<file path="src/rtl/qbus_reg_slave.sv">
`default_nettype none
// +----------------------------------------------------------------------------+
// | Module      : qbus_reg_slave                                               |
// | Description : Qbus slave cycle engine for the QSIC programmable registers. |
// |               Latches the I/O-page address at SYNC, hands it to the        |
// |               register decoders, and runs the DATI/DATO/DATIO handshake    |
// |               (BDAL drive, RPLY) plus read/write strobes to the devices.   |
// | Options     : QSIC_REG_TIMEOUT_EN - abort any bus cycle that stays in one  |
// |               non-IDLE state for TIMEOUT clocks.                           |
// | Revision    : 1.0 - initial release                                        |
// +----------------------------------------------------------------------------+
module qbus_reg_slave #(
  parameter int SYNC_STAGES = 2,
  parameter int DIN_SETTLE  = 2,
  parameter int TIMEOUT     = 1024
) (
  input  logic        clk,
  input  logic        reset,
  input  logic        rsync,
  input  logic        rbs7,
  input  logic        rdin,
  input  logic        rdout,
  input  logic        rwtbt,
  input  logic [21:0] rdal,
  output logic [15:0] tdal,
  output logic        tdal_oe,
  output logic        trply,
  output logic [12:0] reg_addr,
  output logic        reg_addr_valid,
  input  logic        reg_addr_match,
  input  logic [15:0] reg_rdata,
  output logic        reg_read,
  output logic        reg_write,
  output logic [15:0] reg_wdata,
  output logic [1:0]  reg_byte_en,
  output logic        busy
);

  // Phase counter: wide enough for the abort limit when the timeout is built
  // in, otherwise only wide enough to time the read settle delay.
`ifdef QSIC_REG_TIMEOUT_EN
  localparam int CNT_W = 16;
`else
  localparam int CNT_W = $clog2(DIN_SETTLE + 1) + 1;
`endif

  typedef enum logic [2:0] {
    IDLE   = 3'd0,
    DECODE = 3'd1,
    IGNORE = 3'd2,
    SLAVE  = 3'd3,
    RD     = 3'd4,
    WR     = 3'd5
  } state_t;

  // Reject configurations the synchronizer and handshake cannot support.
  if (SYNC_STAGES < 2 || DIN_SETTLE < 1 || TIMEOUT < 2 || TIMEOUT > 65535) begin : g_bad_params
    $error("qbus_reg_slave: illegal parameter combination");
  end

  state_t             state;
  state_t             state_nxt;
  logic [CNT_W-1:0]   cnt;

  logic [SYNC_STAGES-1:0] sync_sh;
  logic [SYNC_STAGES-1:0] din_sh;
  logic [SYNC_STAGES-1:0] dout_sh;
  logic                   sync_prev;
  logic                   din_prev;
  logic                   dout_prev;

  logic sync_s, din_s, dout_s;
  logic sync_rise, sync_fall;
  logic din_rise, din_fall;
  logic dout_rise, dout_fall;
  logic enter_rd, enter_wr;

  logic [15:0] tdal_q;

  // Upper BDAL bits carry only the 22-bit address extension; the engine
  // decodes the I/O page from BBS7 instead.
  logic unused_rdal;
  assign unused_rdal = ^rdal[21:16];

  // Synchronize the asynchronous bus strobes and keep one prior sample for edges.
  always_ff @(posedge clk) begin
    if (reset) begin
      sync_sh   <= '0;
      din_sh    <= '0;
      dout_sh   <= '0;
      sync_prev <= 1'b0;
      din_prev  <= 1'b0;
      dout_prev <= 1'b0;
    end else begin
      sync_sh   <= {sync_sh[SYNC_STAGES-2:0], rsync};
      din_sh    <= {din_sh[SYNC_STAGES-2:0], rdin};
      dout_sh   <= {dout_sh[SYNC_STAGES-2:0], rdout};
      sync_prev <= sync_sh[SYNC_STAGES-1];
      din_prev  <= din_sh[SYNC_STAGES-1];
      dout_prev <= dout_sh[SYNC_STAGES-1];
    end
  end

  assign sync_s    = sync_sh[SYNC_STAGES-1];
  assign din_s     = din_sh[SYNC_STAGES-1];
  assign dout_s    = dout_sh[SYNC_STAGES-1];
  assign sync_rise = sync_s & ~sync_prev;
  assign sync_fall = ~sync_s & sync_prev;
  assign din_rise  = din_s & ~din_prev;
  assign din_fall  = ~din_s & din_prev;
  assign dout_rise = dout_s & ~dout_prev;
  assign dout_fall = ~dout_s & dout_prev;

  // State register and per-state cycle counter (cleared on every state change).
  always_ff @(posedge clk) begin
    if (reset) begin
      state <= IDLE;
      cnt   <= '0;
    end else begin
      state <= state_nxt;
      if (state_nxt != state) begin
        cnt <= '0;
      end else if (cnt != {CNT_W{1'b1}}) begin
        cnt <= cnt + 1'b1;
      end
    end
  end

  // Next-state logic for the bus cycle; SYNC fall always ends the cycle.
  always_comb begin
    state_nxt = state;
    case (state)
      IDLE: begin
        if (sync_rise) begin
          state_nxt = rbs7 ? DECODE : IGNORE;
        end
      end
      DECODE: begin
        if (sync_fall) begin
          state_nxt = IDLE;
        end else begin
          state_nxt = reg_addr_match ? SLAVE : IGNORE;
        end
      end
      IGNORE: begin
        if (sync_fall) begin
          state_nxt = IDLE;
        end
      end
      SLAVE: begin
        // A simultaneous DIN and DOUT is a protocol error; the read wins.
        if (sync_fall) begin
          state_nxt = IDLE;
        end else if (din_rise) begin
          state_nxt = RD;
        end else if (dout_rise) begin
          state_nxt = WR;
        end
      end
      RD: begin
        if (sync_fall) begin
          state_nxt = IDLE;
        end else if (din_fall) begin
          state_nxt = SLAVE;
        end
      end
      WR: begin
        if (sync_fall) begin
          state_nxt = IDLE;
        end else if (dout_fall) begin
          state_nxt = SLAVE;
        end
      end
      default: begin
        state_nxt = IDLE;
      end
    endcase
`ifdef QSIC_REG_TIMEOUT_EN
    // A stuck master cannot hold the engine: abort after TIMEOUT clocks in one state.
    if (state != IDLE && cnt >= CNT_W'(TIMEOUT - 1)) begin
      state_nxt = IDLE;
    end
`endif
  end

  assign enter_rd = (state == SLAVE) && (state_nxt == RD);
  assign enter_wr = (state == SLAVE) && (state_nxt == WR);

  // Capture address at SYNC and read/write data on entry to each data phase.
  always_ff @(posedge clk) begin
    if (reset) begin
      reg_addr    <= '0;
      tdal_q      <= '0;
      reg_wdata   <= '0;
      reg_byte_en <= '0;
    end else begin
      if (state == IDLE && sync_rise && rbs7) begin
        reg_addr <= rdal[12:0];
      end
      if (enter_rd) begin
        tdal_q <= reg_rdata;
      end
      if (enter_wr) begin
        reg_wdata   <= rdal[15:0];
        reg_byte_en <= rwtbt ? (reg_addr[0] ? 2'b10 : 2'b01) : 2'b11;
      end
    end
  end

  // Bus drive and strobes are pure decodes of the state register, so reset
  // or an abort releases the bus on the very next clock.
  always_comb begin
    tdal           = tdal_q;
    tdal_oe        = (state == RD);
    trply          = ((state == RD) && (cnt >= CNT_W'(DIN_SETTLE))) ||
                     ((state == WR) && (cnt >= CNT_W'(1)));
    reg_read       = (state == RD) && (cnt == '0);
    reg_write      = (state == WR) && (cnt == '0);
    reg_addr_valid = (state == DECODE) || (state == SLAVE) ||
                     (state == RD) || (state == WR);
    busy           = (state != IDLE);
  end

endmodule
`default_nettype wire
</file>
<file path="config.mk">
export PLATFORM = sky130hd
export DESIGN_NAME = qbus_reg_slave
export DESIGN_NICKNAME = d
export VERILOG_FILES = /design/src/rtl/qbus_reg_slave.sv
export SDC_FILE = /design/constraint.sdc
export NUM_CORES = 1
export LEC_CHECK = 0
export ABC_AREA = 1
export CAP_MARGIN = 5
export CORE_MARGIN = 1.5
export CORE_UTILIZATION = 40
export CTS_CLUSTER_DIAMETER = 100
export CTS_CLUSTER_SIZE = 8
export DETAILED_ROUTE_END_ITERATION = 8
export GPL_ROUTABILITY_DRIVEN = 1
export GPL_TIMING_DRIVEN = 0
export PLACE_DENSITY = 0.72
export SETUP_SLACK_MARGIN = 0.15
export SYNTH_ARGS = -nofsm -noshare
export SYNTH_HDL_FRONTEND = slang
export SYNTH_SLANG_ARGS = --single-unit
</file>
<file path="constraint.sdc">
create_clock -name clk -period 2.65 [get_ports clk]
set_input_delay 0.53 -clock clk [delete_from_list [all_inputs] [get_ports clk]]
set_output_delay 0.53 -clock clk [all_outputs]
set_load 0.01 [all_outputs]
</file>
==> metrics, run 1 <==
CTS sink count=62; share of the synthesized area in the top cell type=48.5%; DR iter-0 viols=81; Int Pwr=0.00159 W; Reg-to-Reg Start=state[1]$_SDFF_PP0_; slowest CP cell=clkdlybuf4s50_1; drt total wl=6270 um; Placer Congestion=0.799; CTS HTree Levels=3; Total GRT Usage=18.4%; vias=2468; Flop pwr share=47.2%; grt ovf=0; largest fanout on the critical path=7; clk_lat worst skew=0.33 ns; Hold Path Depth=2; synth unique cells=31; met2 wire length=3000 um; Core Region=0.00606 mm2; Max clock buf depth=2; Post-Synthesis Cells=325; final setup fails=0; final hold vios=0; wire per inst=12.3 um; crit path kind=register to primary output; syn_nets=376; worst hold path class=register to register; sw frac=22.5%; register area share after synthesis=48.5%; Initial Util=42.2%; first-pass GRT wire length=10400 um; Post-Route M1 WL=2760 um; Power, Total=0.00205 W; setup slack, reg-to-reg=0.89 ns; CTS Root Cell=clkbuf_8; Worst Path Required=2.12 ns; critical path data arrival time=1.83 ns; IO buf count=92; Worst VDD drop=448 uV; Relative slew margins=67.1%; RSZ-0062 raised after global routing=no; MaxCap Viol Count=0; Slew @ Worst Pin=0.494 ns; share of cells above drive strength 1=9.70%; Area Overhead vs Synth=48.5%; hold buffer count at CTS=0; status=finished, final reports clean; CTS-repair resized insts=0; vias in the first global route=2343; overall die area=0.00689 mm2; worst path bufs/invs=2; Worst Hold Endpoint=sync_sh[1]$_SDFF_PP0_; Period minus WS final=2.36 ns; synth top area cells=dfxtp_1, nor2_1, a21oi_1; Post-DP Area=0.00357 mm2; max-slew violation count=0; FP Rows=28; startpoint types=register; Die Span Y=83 um; met3 wire len=482 um; buffer count from post-CTS setup fixing=0; crit-path cells=nor2_1, nand2_1, inv_1, o21ai_0, o21ai_0, clkdlybuf4s50_1; drt drc=0; Leakage=1.45 nW; largest net degree at the start of global routing=11; Worst path max stage delay=0.55 ns; diode count=0; clock skew=0.00478 ns; syn_area_per_cell=7.88 um2; mapped cell area=0.00256 mm2; largest area contributor in the synthesized netlist=dfxtp_1; clk slew on worst S/H paths=0.07 ns; initial antenna violation count=0; total CTS buffers=9; TNS Setup=0 ns; R2R cell count=9; highest metal used=met4; hold wc startpoint=sync_sh[0]$_SDFF_PP0_; commonest non-fill, non-tap cells in the layout=clkdlybuf4s50_1, dfxtp_1, nor2_1; R2R Path End=reg_wdata[7]$_SDFFE_PP0P_; Post-Route Utilization=62.7%; die width=83 um; TritonRoute pass-1 iters=4; Yosys reg bits=62; most common cell after layout, fill and taps aside=clkdlybuf4s50_1; Critical Path End Type=primary output; pwr dens=541 mW/mm2; remaining antenna violation count=0; IO Count=99; crit-path most repeated cell=o21ai_0; Finished Cell Area=0.00380 mm2; fmax=424 MHz; Psw=0.000462 W; TritonCTS clock tree=built; Clk pwr share=42.9%; # nets final=479; Tcrit/Tclk final=89.1%; crit-path leading delay family=buffers and inverters; DP HPWL=4520 um; via/cell ratio=4.86; yosys warns=0; Comb power frac=9.9%
==> worst max path at each step <==
stage               cells after the start                 from                          to
finish                                  6  state[1]$_SDFF_PP0_                       trply
global route                            6  state[1]$_SDFF_PP0_                       trply
CTS                                     3  state[0]$_SDFF_PP0_                       trply
detailed placement                      9                 rbs7  reg_wdata[12]$_SDFFE_PP0P_
global placement                        3  state[0]$_SDFF_PP0_                       trply
floorplan                               5  state[0]$_SDFF_PP0_                       trply
==> cells in the mapped netlist <==
cell       n
buf_6      3
nand2_4    3
inv_6      2
nand3_1   23
nor3_4     1
buf_12     1
a21oi_1   30
nand2_8    1
o211ai_2   1
nand3_2    1
o21ai_0   30
nor2_1    54
nand3_4    1
nand3b_1   1
nor3_1     6
buf_1      1
nand2_1   38
buf_2      1
inv_2      3
o21ai_1    6
nor2_4     1
inv_4      1
clkbuf_1   7
nand2_2    2
dfxtp_1   62
a31oi_1    1
nand4_1    3
o21ai_2    1
xor2_1     1
ha_1       5
inv_1     34
==> metal layers <==
metal	track usage (%)	vias up
li1	-	1252
met1	22.5	1103
met2	29.9	109
met3	6.76	4
met4	5.76	0
met5	0	-
==> flip-flops by register name, indices dropped and copies added (netlist names) <==
name and cells:
reg_wdata 16, tdal 16, reg_addr 13, cnt 3
state 3, din_sh 2, dout_sh 2, reg_byte_en 2
sync_sh 2, din_prev 1, dout_prev 1, sync_prev 1
==> logic make-up after synthesis <==
group                      share of synthesized area (%)
DFF                                                 48.5
and+or+nand+nor                                     24.9
xor gates and xnor gates                           0.342
adders and majority gates                           2.44
buffers and inverters                               9.82
AOI/OAI and AO/OA                                   14.0
==> final cells by class <==
class | count | area, um2
buffer | 13 | 88.8
clock buffer | 13 | 179
clock inverter | 3 | 40.0
fill | 539 | 2260
inverter | 40 | 163
multi-input combinational | 210 | 1070
sequential | 62 | 1240
tap | 75 | 93.8
timing repair buffer | 92 | 921
==> power groups by stage <==
stage               Clock [W]  Sequential [W]  Combinational, W
finish               0.000881        0.000971          0.000203
global route         0.000936        0.000973          0.000226
CTS                  0.000901        0.000970          0.000204
detailed placement          0        0.000991          0.000203
global placement            0        0.000990          0.000196
floorplan                   0        0.000992         0.0000949
==> stage by stage <==
stage,hold slack (ns),setup WS [ns],cells
6_report,0.407,0.290,508
2_1_floorplan,0.388,1.12,325
3_5_place_dp,0.405,0.546,492
3_3_place_gp,0.389,0.594,492
4_1_cts,0.411,0.197,508
5_1_grt,0.423,0.169,508
==> worst min-delay path: cells and delay by family (launching register included) <==
kind          cells  cell delay, ns
simple gates      1            0.03
flops             1            0.30
buf+inv           1            0.04
No activity file was read; power rests on OpenSTA's default activity.
==> inputs of run 2 (changes only) <==
- CORE_MARGIN: 1.5 -> 2
==> run 2 against run 1 <==
Wire length is 0.85% higher. Flip-flop and latch count unchanged. Via count fell by 1.9%. Final cell count rose by 0.39%.
==> metrics, run 2 (synthesis results as in run 1) <==
number of cells on the critical path=3 (-3); CTS-repair resized insts=0 (unchanged); commonest non-fill, non-tap cells in the layout=clkdlybuf4s50_1, dfxtp_1, nor2_1; Int Pwr=0.00161 W (+1.2%); total CTS buffers=9 (unchanged); R2R cell count=9 (unchanged); first-pass GRT wire length=10600 um (+2.1%); Clk pwr share=43.2% (+0.3 points); remaining antenna violation count=0 (unchanged); crit-path cells=nand3_1, o21ai_0, clkdlybuf4s50_1; Comb power frac=9.8% (about the same); MaxCap Viol Count=0 (unchanged); Psw=0.000452 W (-2.2%); critical path data arrival time=1.83 ns (about the same); Flop pwr share=47.0% (-0.2 points); Slew @ Worst Pin=0.478 ns (-0.0159 ns); max-slew violation count=0 (unchanged); wire per inst=12.4 um (+0.45%); R2R Path End=reg_wdata[8]$_SDFFE_PP0P_; Worst Path Required=2.12 ns (about the same); Reg-to-Reg Start=state[2]$_SDFF_PP0_; TNS Setup=0 ns (unchanged); status=finished, final reports clean; CTS Root Cell=clkbuf_8; clk slew on worst S/H paths=0.06 ns (about the same); via/cell ratio=4.75 (-2.3%); IO buf count=92 (unchanged); clock skew=0.00616 ns (+0.00138 ns); setup slack, reg-to-reg=0.93 ns (+0.04 ns); buffer count from post-CTS setup fixing=0 (unchanged); fmax=423 MHz (-0.11%); Total GRT Usage=18.5% (+0.12 points); Leakage=1.45 nW (-0.36%); pwr dens=544 mW/mm2 (+0.63%); largest net degree at the start of global routing=11 (unchanged); vias in the first global route=2303 (-1.7%); slowest CP cell=clkdlybuf4s50_1; DR iter-0 viols=70 (-14%); final setup fails=0 (unchanged); DP HPWL=4610 um (+1.8%); Finished Cell Area=0.00379 mm2 (-0.16%); Post-DP Area=0.00358 mm2 (about the same); most common cell after layout, fill and taps aside=clkdlybuf4s50_1; Initial Util=40.8% (-1.5 points); Critical Path End Type=primary output; drt drc=0 (unchanged); Placer Congestion=0.793 (-0.78%); initial antenna violation count=0 (unchanged); TritonCTS clock tree=built; Max clock buf depth=2 (unchanged); # nets final=479 (unchanged); Worst Setup EP=trply; hold buffer count at CTS=0 (unchanged); Die Span Y=84 um (+1.2%); drt total wl=6330 um (+0.85%); RSZ-0062 raised after global routing=no; Tcrit/Tclk final=89.2% (+0.098 points); grt ovf=0 (unchanged); Core Region=0.00628 mm2 (+3.6%); CP startpoint=state[2]$_SDFF_PP0_; diode count=0 (unchanged); Relative slew margins=68.1% (+1.1 points); die width=84 um (+1.2%); worst path bufs/invs=1 (-1); final hold vios=0 (unchanged); share of cells above drive strength 1=9.01% (-0.69 points); crit path kind=register to primary output; CTS HTree Levels=3 (unchanged); crit-path leading delay family=buffers and inverters; FP Rows=29 (+3.6%); worst hold path class=register to register; vias=2420 (-1.9%); Power, Total=0.00206 W (+0.46%); sw frac=21.9% (-0.60 points); Worst path max stage delay=0.56 ns (about the same); largest fanout on the critical path=7 (unchanged); Worst VDD drop=269 uV (-40%); startpoint types=register; IO Count=99 (unchanged); clk_lat worst skew=0.32 ns (about the same); overall die area=0.00706 mm2 (+2.4%); CTS sink count=62 (unchanged); fillers=584 (+8.3%); Area Overhead vs Synth=48.2%; Period minus WS final=2.36 ns (+0.00261 ns); TritonRoute pass-1 iters=4 (unchanged)
-- run 2: metal layers --
| layer | global-route usage (%) | part of all wire (%) |
|---|---|---|
| met5 | 0 | 0 |
| met2 | 28.8 | 45 |
| met1 | 23.3 | 46 |
| met3 | 6.13 | 7.0 |
| met4 | 8.06 | 1.8 |
-- run 2: layout make-up --
| type | instances | area, um2 | area share [%] |
|---|---|---|---|
| repair buffers | 92 | 921 | 24.3 |
| clock buffers | 12 | 145 | 3.82 |
| inverters | 40 | 163 | 4.29 |
| clock inverters | 4 | 70.1 | 1.85 |
| flip-flops and latches | 62 | 1240 | 32.8 |
| well taps | 77 | 96.3 | 2.54 |
| multi-input cells | 210 | 1070 | 28.1 |
| plain buffers | 13 | 88.8 | 2.34 |
-- run 2: power by group through the flow --
stage / Combinational (W) / Clock (W) / Sequential [W]
final: 0.000202 / 0.000892 / 0.000971
after global routing: 0.000225 / 0.000960 / 0.000973
after CTS: 0.000204 / 0.000914 / 0.000970
after detailed placement: 0.000202 / 0 / 0.000991
after global placement: 0.000197 / 0 / 0.000990
after floorplan: 0.0000949 / 0 / 0.000992
-- run 2: per-stage QoR --
step	setup WS, ns	hold WS [ns]	cells	util (%)
floorplan	1.12	0.388	325	-
global placement	0.567	0.391	494	57.0
detailed placement	0.573	0.397	494	57.0
CTS	0.221	0.406	510	60.4
global route	0.156	0.411	510	60.5
finish	0.287	0.404	510	60.5
-- run 2: worst min-delay path: stages, from the launching register on --
cell and delay (ns):
dfxtp_1 0.30, inv_1 0.04, nor2_1 0.03
-- run 2: worst min path at each step --
| stage | to | depth (start not counted) | startpoint |
|---|---|---|---|
| 3_5_place_dp | sync_sh[1]$_SDFF_PP0_ | 2 | sync_sh[0]$_SDFF_PP0_ |
| 4_1_cts | sync_sh[1]$_SDFF_PP0_ | 2 | sync_sh[0]$_SDFF_PP0_ |
| 2_1_floorplan | din_sh[1]$_SDFF_PP0_ | 2 | din_sh[0]$_SDFF_PP0_ |
| 5_1_grt | sync_sh[1]$_SDFF_PP0_ | 2 | sync_sh[0]$_SDFF_PP0_ |
| 3_3_place_gp | dout_sh[1]$_SDFF_PP0_ | 2 | dout_sh[0]$_SDFF_PP0_ |
| 6_report | sync_sh[1]$_SDFF_PP0_ | 2 | sync_sh[0]$_SDFF_PP0_ |
